### config.mk
export PLATFORM = sky130hd
export DESIGN_NAME = pc_fetch_ctrl
export DESIGN_NICKNAME = d
export VERILOG_FILES = /design/src/rtl/pc_fetch_ctrl_pkg.sv /design/src/rtl/pc_next_adder.sv /design/src/rtl/pc_fetch_ctrl.sv
export SDC_FILE = /design/constraint.sdc
export NUM_CORES = 1
export LEC_CHECK = 0
export CAP_MARGIN = 0
export CORE_MARGIN = 2
export CORE_UTILIZATION = 47
export CTS_CLUSTER_DIAMETER = 50
export DETAILED_ROUTE_END_ITERATION = 6
export HOLD_SLACK_MARGIN = 0.05
export PLACE_DENSITY = 0.88
export RECOVER_POWER = 100
export SYNTH_ARGS = -nofsm -noshare
export SYNTH_HDL_FRONTEND = slang
export SYNTH_SLANG_ARGS = --single-unit
### constraint.sdc
create_clock -name clk -period 4 [get_ports clk]
set_input_delay 1 -clock clk [delete_from_list [all_inputs] [get_ports clk]]
set_output_delay 1 -clock clk [all_outputs]
set_load 0.05 [all_outputs]
### src/rtl/pc_fetch_ctrl_pkg.sv
// Shared definitions for the program-counter fetch controller.
package pc_fetch_ctrl_pkg;

    typedef enum logic [1:0] {
        IDLE  = 2'd0,
        FETCH = 2'd1,
        HALT  = 2'd2
    } state_e;

    localparam int unsigned PC_WIDTH = 32;
    localparam logic [PC_WIDTH-1:0] PC_INC = 32'd4;

endpackage

### src/rtl/pc_next_adder.sv
// Next-PC adder: sequential pc+4 or taken-branch pc+imm_ext, wrapping modulo 2^32.
module pc_next_adder
    import pc_fetch_ctrl_pkg::*;
(
    input  logic [PC_WIDTH-1:0] pc,
    input  logic [PC_WIDTH-1:0] imm_ext,
    input  logic                pc_src,
    output logic [PC_WIDTH-1:0] pc_plus4,
    output logic [PC_WIDTH-1:0] next_pc
);

    assign pc_plus4 = pc + PC_INC;
    assign next_pc  = pc_src ? (pc + imm_ext) : pc_plus4;

endmodule

### src/rtl/pc_fetch_ctrl.sv
// Fetch controller: owns the PC register, the IDLE/FETCH/HALT sequencer and the
// sticky misalign trap; a misaligned branch target freezes the PC and halts fetch.
module pc_fetch_ctrl
    import pc_fetch_ctrl_pkg::*;
#(
    parameter logic [31:0] RESET_PC = 32'h0000_0000
) (
    input  logic        clk,
    input  logic        rst_n,
    input  logic        pc_src,
    input  logic [31:0] imm_ext,
    input  logic        stall,
    input  logic        imem_ready,
    output logic        imem_req,
    output logic [31:0] imem_addr,
    output logic [31:0] pc,
    output logic [31:0] pc_plus4,
    output logic        instr_valid,
    output logic        misalign
);

    if (RESET_PC[1:0] != 2'b00) begin : g_bad_reset_pc
        $error("RESET_PC must be word aligned");
    end

    state_e              state_q, state_d;
    logic [PC_WIDTH-1:0] pc_q, pc_d;
    logic                instr_valid_q, instr_valid_d;
    logic                misalign_q, misalign_d;
    logic [PC_WIDTH-1:0] next_pc;

    pc_next_adder u_pc_next_adder (
        .pc       (pc_q),
        .imm_ext  (imm_ext),
        .pc_src   (pc_src),
        .pc_plus4 (pc_plus4),
        .next_pc  (next_pc)
    );

    always_comb begin
        state_d       = state_q;
        pc_d          = pc_q;
        instr_valid_d = 1'b0;
        misalign_d    = misalign_q;
        imem_req      = 1'b0;
        case (state_q)
            IDLE: begin
                state_d = FETCH;
            end
            FETCH: begin
                imem_req = !stall;
                // stall overrides a concurrent ready strobe
                if (!stall && imem_ready) begin
                    instr_valid_d = 1'b1;
                    if (next_pc[1:0] != 2'b00) begin
                        state_d    = HALT;
                        misalign_d = 1'b1;
                    end else begin
                        pc_d = next_pc;
                    end
                end
            end
            HALT: begin
                misalign_d = 1'b1;
            end
            default: begin
                state_d = IDLE;
            end
        endcase
    end

    always_ff @(posedge clk) begin
        if (!rst_n) begin
            state_q       <= IDLE;
            pc_q          <= RESET_PC;
            instr_valid_q <= 1'b0;
            misalign_q    <= 1'b0;
        end else begin
            state_q       <= state_d;
            pc_q          <= pc_d;
            instr_valid_q <= instr_valid_d;
            misalign_q    <= misalign_d;
        end
    end

    assign pc          = pc_q;
    assign imem_addr   = pc_q;
    assign instr_valid = instr_valid_q;
    assign misalign    = misalign_q;

endmodule

==> metrics.csv <==
metric,value,unit
Rel. slew slack,44.9,%
area delta synth->final,29.3,%
Post-synth top flop,dfxtp_1,
Starting Density,47.7,%
syn nets,630,
synthesized cell area,4100,µm²
placed cell count,753,
Fill cells,791,
number of synthesized register bits,36,
status,"complete, no violations",
final slew viol count,0,
# setup viols final,0,
clk_skew,5.90,ps
# DRC,0,
total gr overflow,0,
vias per cell,5.93,
"critical path fanouts, max",8,
Synthesis Warnings,0,
f_max,0.261,GHz
via count,4510,
max incr delay on CP,810,ps
first-pass GRT wire length,21.2,mm
DP Area,5270,µm²
leakage,2.49,nW
nets,722,
initial DRC count,315,
clock root buffer,clkbuf_8,
Ports,136,
unrepaired setup endpoints after global routing,no,
die area,9490,µm²
maximum VDD drop,0.120,mV
Post-CTS Hold Fix Bufs,0,
Post-synth EDFFs,0,
final cycle utilization of the critical path,95.9,%
CTS tree,done,
worst-path cell chain,and3_1 > and3_1 > and3_1 > buf_4 > xor2_1 > clkdlybuf4s50_1,
Die H,97.4,µm
layout cells sized above 1,7.20,%
crit path from,imem_addr[2],
port bufs,135,
Reg2Reg Depth,10,
sequential area share after synthesis,17.6,%
DP HPWL,10.0,mm
minimum clock period after layout,3830,ps
setup bufs post-CTS,0,
Die X,97.4,µm
initial antenna violation count,0,
worst path required time,3000,ps
clock tree sinks,36,
r2r setup slk,1010,ps
final instance area,5300,µm²
Synth Instances,560,
CTS Buf Count,5,
"Clk Latency, worst-skew pair",300,ps
Detailed Routing Iterations Pass 1,5,
Global Route Usage Sum,26.9,%
Hold Crit Start,misalign,
ant diodes,0,
WL/cell,17.2,µm
setup TNS,0,ps
DRT antenna net count,0,
htree depth,2,
"most used cell, CP",and3_1,
Clock Pin Slew Worst Setup and Hold Paths,80,ps
row count,34,
post-synth cell types,59,
placer congestion estimate,0.917,
"Slowest-stage cell, CP",clkdlybuf4s50_1,
power per cell area,191,nW/µm²
Setup crit start kind,flop,
CP Class,reg -> out,
max_cap viols,0,
critical path arrival,2830,ps
WL final,13.1,mm
Core Area,8590,µm²
Async SR Flop Fraction,0,%
worst slew pin tran,826,ps
worst r2r src,imem_addr[4],
Final Hold Fails,0,
Worst Setup End Kind,primary output,
clk buf depth,2,
non-filler instance count after layout,761,
vias in the first global route,4337,
largest net degree at the start of global routing,35,
Min-Delay Path Depth,1,
post-synthesis area per instance,7.32,µm²
hold crit path type,reg -> reg,
## layout by cell type (no fill, tap or decap), drive strengths merged, types with 4 or more instances in the layout
| master | synthesis | layout |
|---|---|---|
| a31oi | 9 | 9 |
| nor3 | 14 | 14 |
| o21a | 4 | 4 |
| and2 | 4 | 4 |
| dfxtp | 36 | 36 |
| a22oi | 7 | 7 |
| dlygate4sd3 | 0 | 79 |
| nor3b | 5 | 5 |
| nand4 | 8 | 8 |
| xor2 | 27 | 27 |
| nand3 | 22 | 22 |
| a21o | 11 | 11 |
| clkdlybuf4s50 | 0 | 37 |
| nor2 | 46 | 46 |
| a21oi | 66 | 66 |
| o21bai | 5 | 5 |
| ha | 32 | 32 |
| a211oi | 6 | 6 |
| inv | 12 | 12 |
| xnor2 | 27 | 27 |
| and3 | 18 | 18 |
| nand2 | 48 | 48 |
| o21ai | 42 | 42 |
| clkbuf | 17 | 20 |
| o211ai | 5 | 5 |
| buf | 47 | 18 |
## synth_stat cells (4+ instances only)
cell type,count,area (µm²)
a211oi_1,6,45.0
a21o_1,10,75.1
a21oi_1,63,315
a22oi_1,7,52.6
a31oi_1,8,50.1
and2_1,4,25.0
and3_1,18,113
buf_2,4,20.0
buf_4,40,300
clkbuf_1,16,60.1
dfxtp_1,36,721
ha_1,32,400
inv_1,12,45.0
nand2_1,48,180
nand3_1,22,110
nand4_1,8,50.1
nor2_1,45,169
nor3_1,14,70.1
nor3b_1,5,37.5
o21a_1,4,30.0
o21ai_0,41,205
o21bai_1,5,37.5
xnor2_1,27,236
xor2_1,27,236
## final timing paths
path	to
worst max-delay path	pc_plus4[9]
worst min-delay path	misalign
worst max register to register	imem_addr[29]
worst min register to register	misalign
## per-layer routing
| metal | vias to the layer above | track usage, % | share of wire [%] |
|---|---|---|---|
| met3 | 27 | 3.67 | 7.1 |
| met1 | 2124 | 34.2 | 42 |
| li1 | 2169 | - | - |
| met4 | 0 | 8.65 | 2.1 |
| met2 | 190 | 46.8 | 48 |
| met5 | - | 0 | 0 |
## kinds of logic (layout without fill, tap and decap cells)
kind of cell | count (synthesis) | count (layout) | synth area share, %
muxes | 1 | 1 | 0.244
buffers and inverters | 77 | 170 | 11.4
AOI/OAI and AO/OA | 178 | 178 | 27.7
xor gates and xnor gates | 54 | 54 | 11.5
and+or+nand+nor | 181 | 181 | 21.3
adders and majority gates | 33 | 33 | 10.3
DFF | 36 | 36 | 17.6
## stage by stage
| stage | power (mW) | hold slack, ps | util (%) | setup WS (ps) |
|---|---|---|---|---|
| 3_3_place_gp | 0.735 | 433 | 61.3 | 135 |
| 5_1_grt | 1.06 | 474 | 61.7 | 20.9 |
| 4_1_cts | 1.02 | 455 | 62.4 | 52.6 |
| 6_report | 1.01 | 454 | 61.7 | 165 |
| 3_5_place_dp | 0.741 | 444 | 61.3 | 94.4 |
| 2_1_floorplan | 0.631 | 423 | - | 91.9 |
## cell type report
cell class | instances | area, µm² | area share, %
Multi-Input combinational cell | 447 | 2910 | 54.9
Timing Repair Buffer | 149 | 1390 | 26.3
Sequential cell | 36 | 721 | 13.6
Tap cell | 108 | 135 | 2.55
Clock buffer | 6 | 82.6 | 1.56
Inverter | 13 | 48.8 | 0.920
Clock inverter | 2 | 10.0 | 0.189
## critical path: cells and delay by family (launching register included)
| family | cells | cell delay, ps |
|---|---|---|
| buffers and inverters | 2 | 1010 |
| and+or+nand+nor | 3 | 920 |
| DFF | 1 | 470 |
| xor gates and xnor gates | 1 | 140 |
## what timing repair did
action | 4_1_cts | 5_1_grt
setup endpoints to repair | 1 | 5
endpoints found under the hold margin | 0 | 0
resized for setup | 1 | 5
## sequential cells by signal, summed over array words and instances, names as in the netlist
register and count:
instr_valid 1, imem_addr 32, state_q 2, misalign 1
## where the power goes
part | switching (mW) | leakage (nW) | internal, mW | total [mW]
combinational | 0.215 | 2.15 | 0.130 | 0.345
sequential | 0.0144 | 0.292 | 0.367 | 0.381
clock | 0.149 | 0.0510 | 0.138 | 0.286
(Power assumes the default switching activity.)
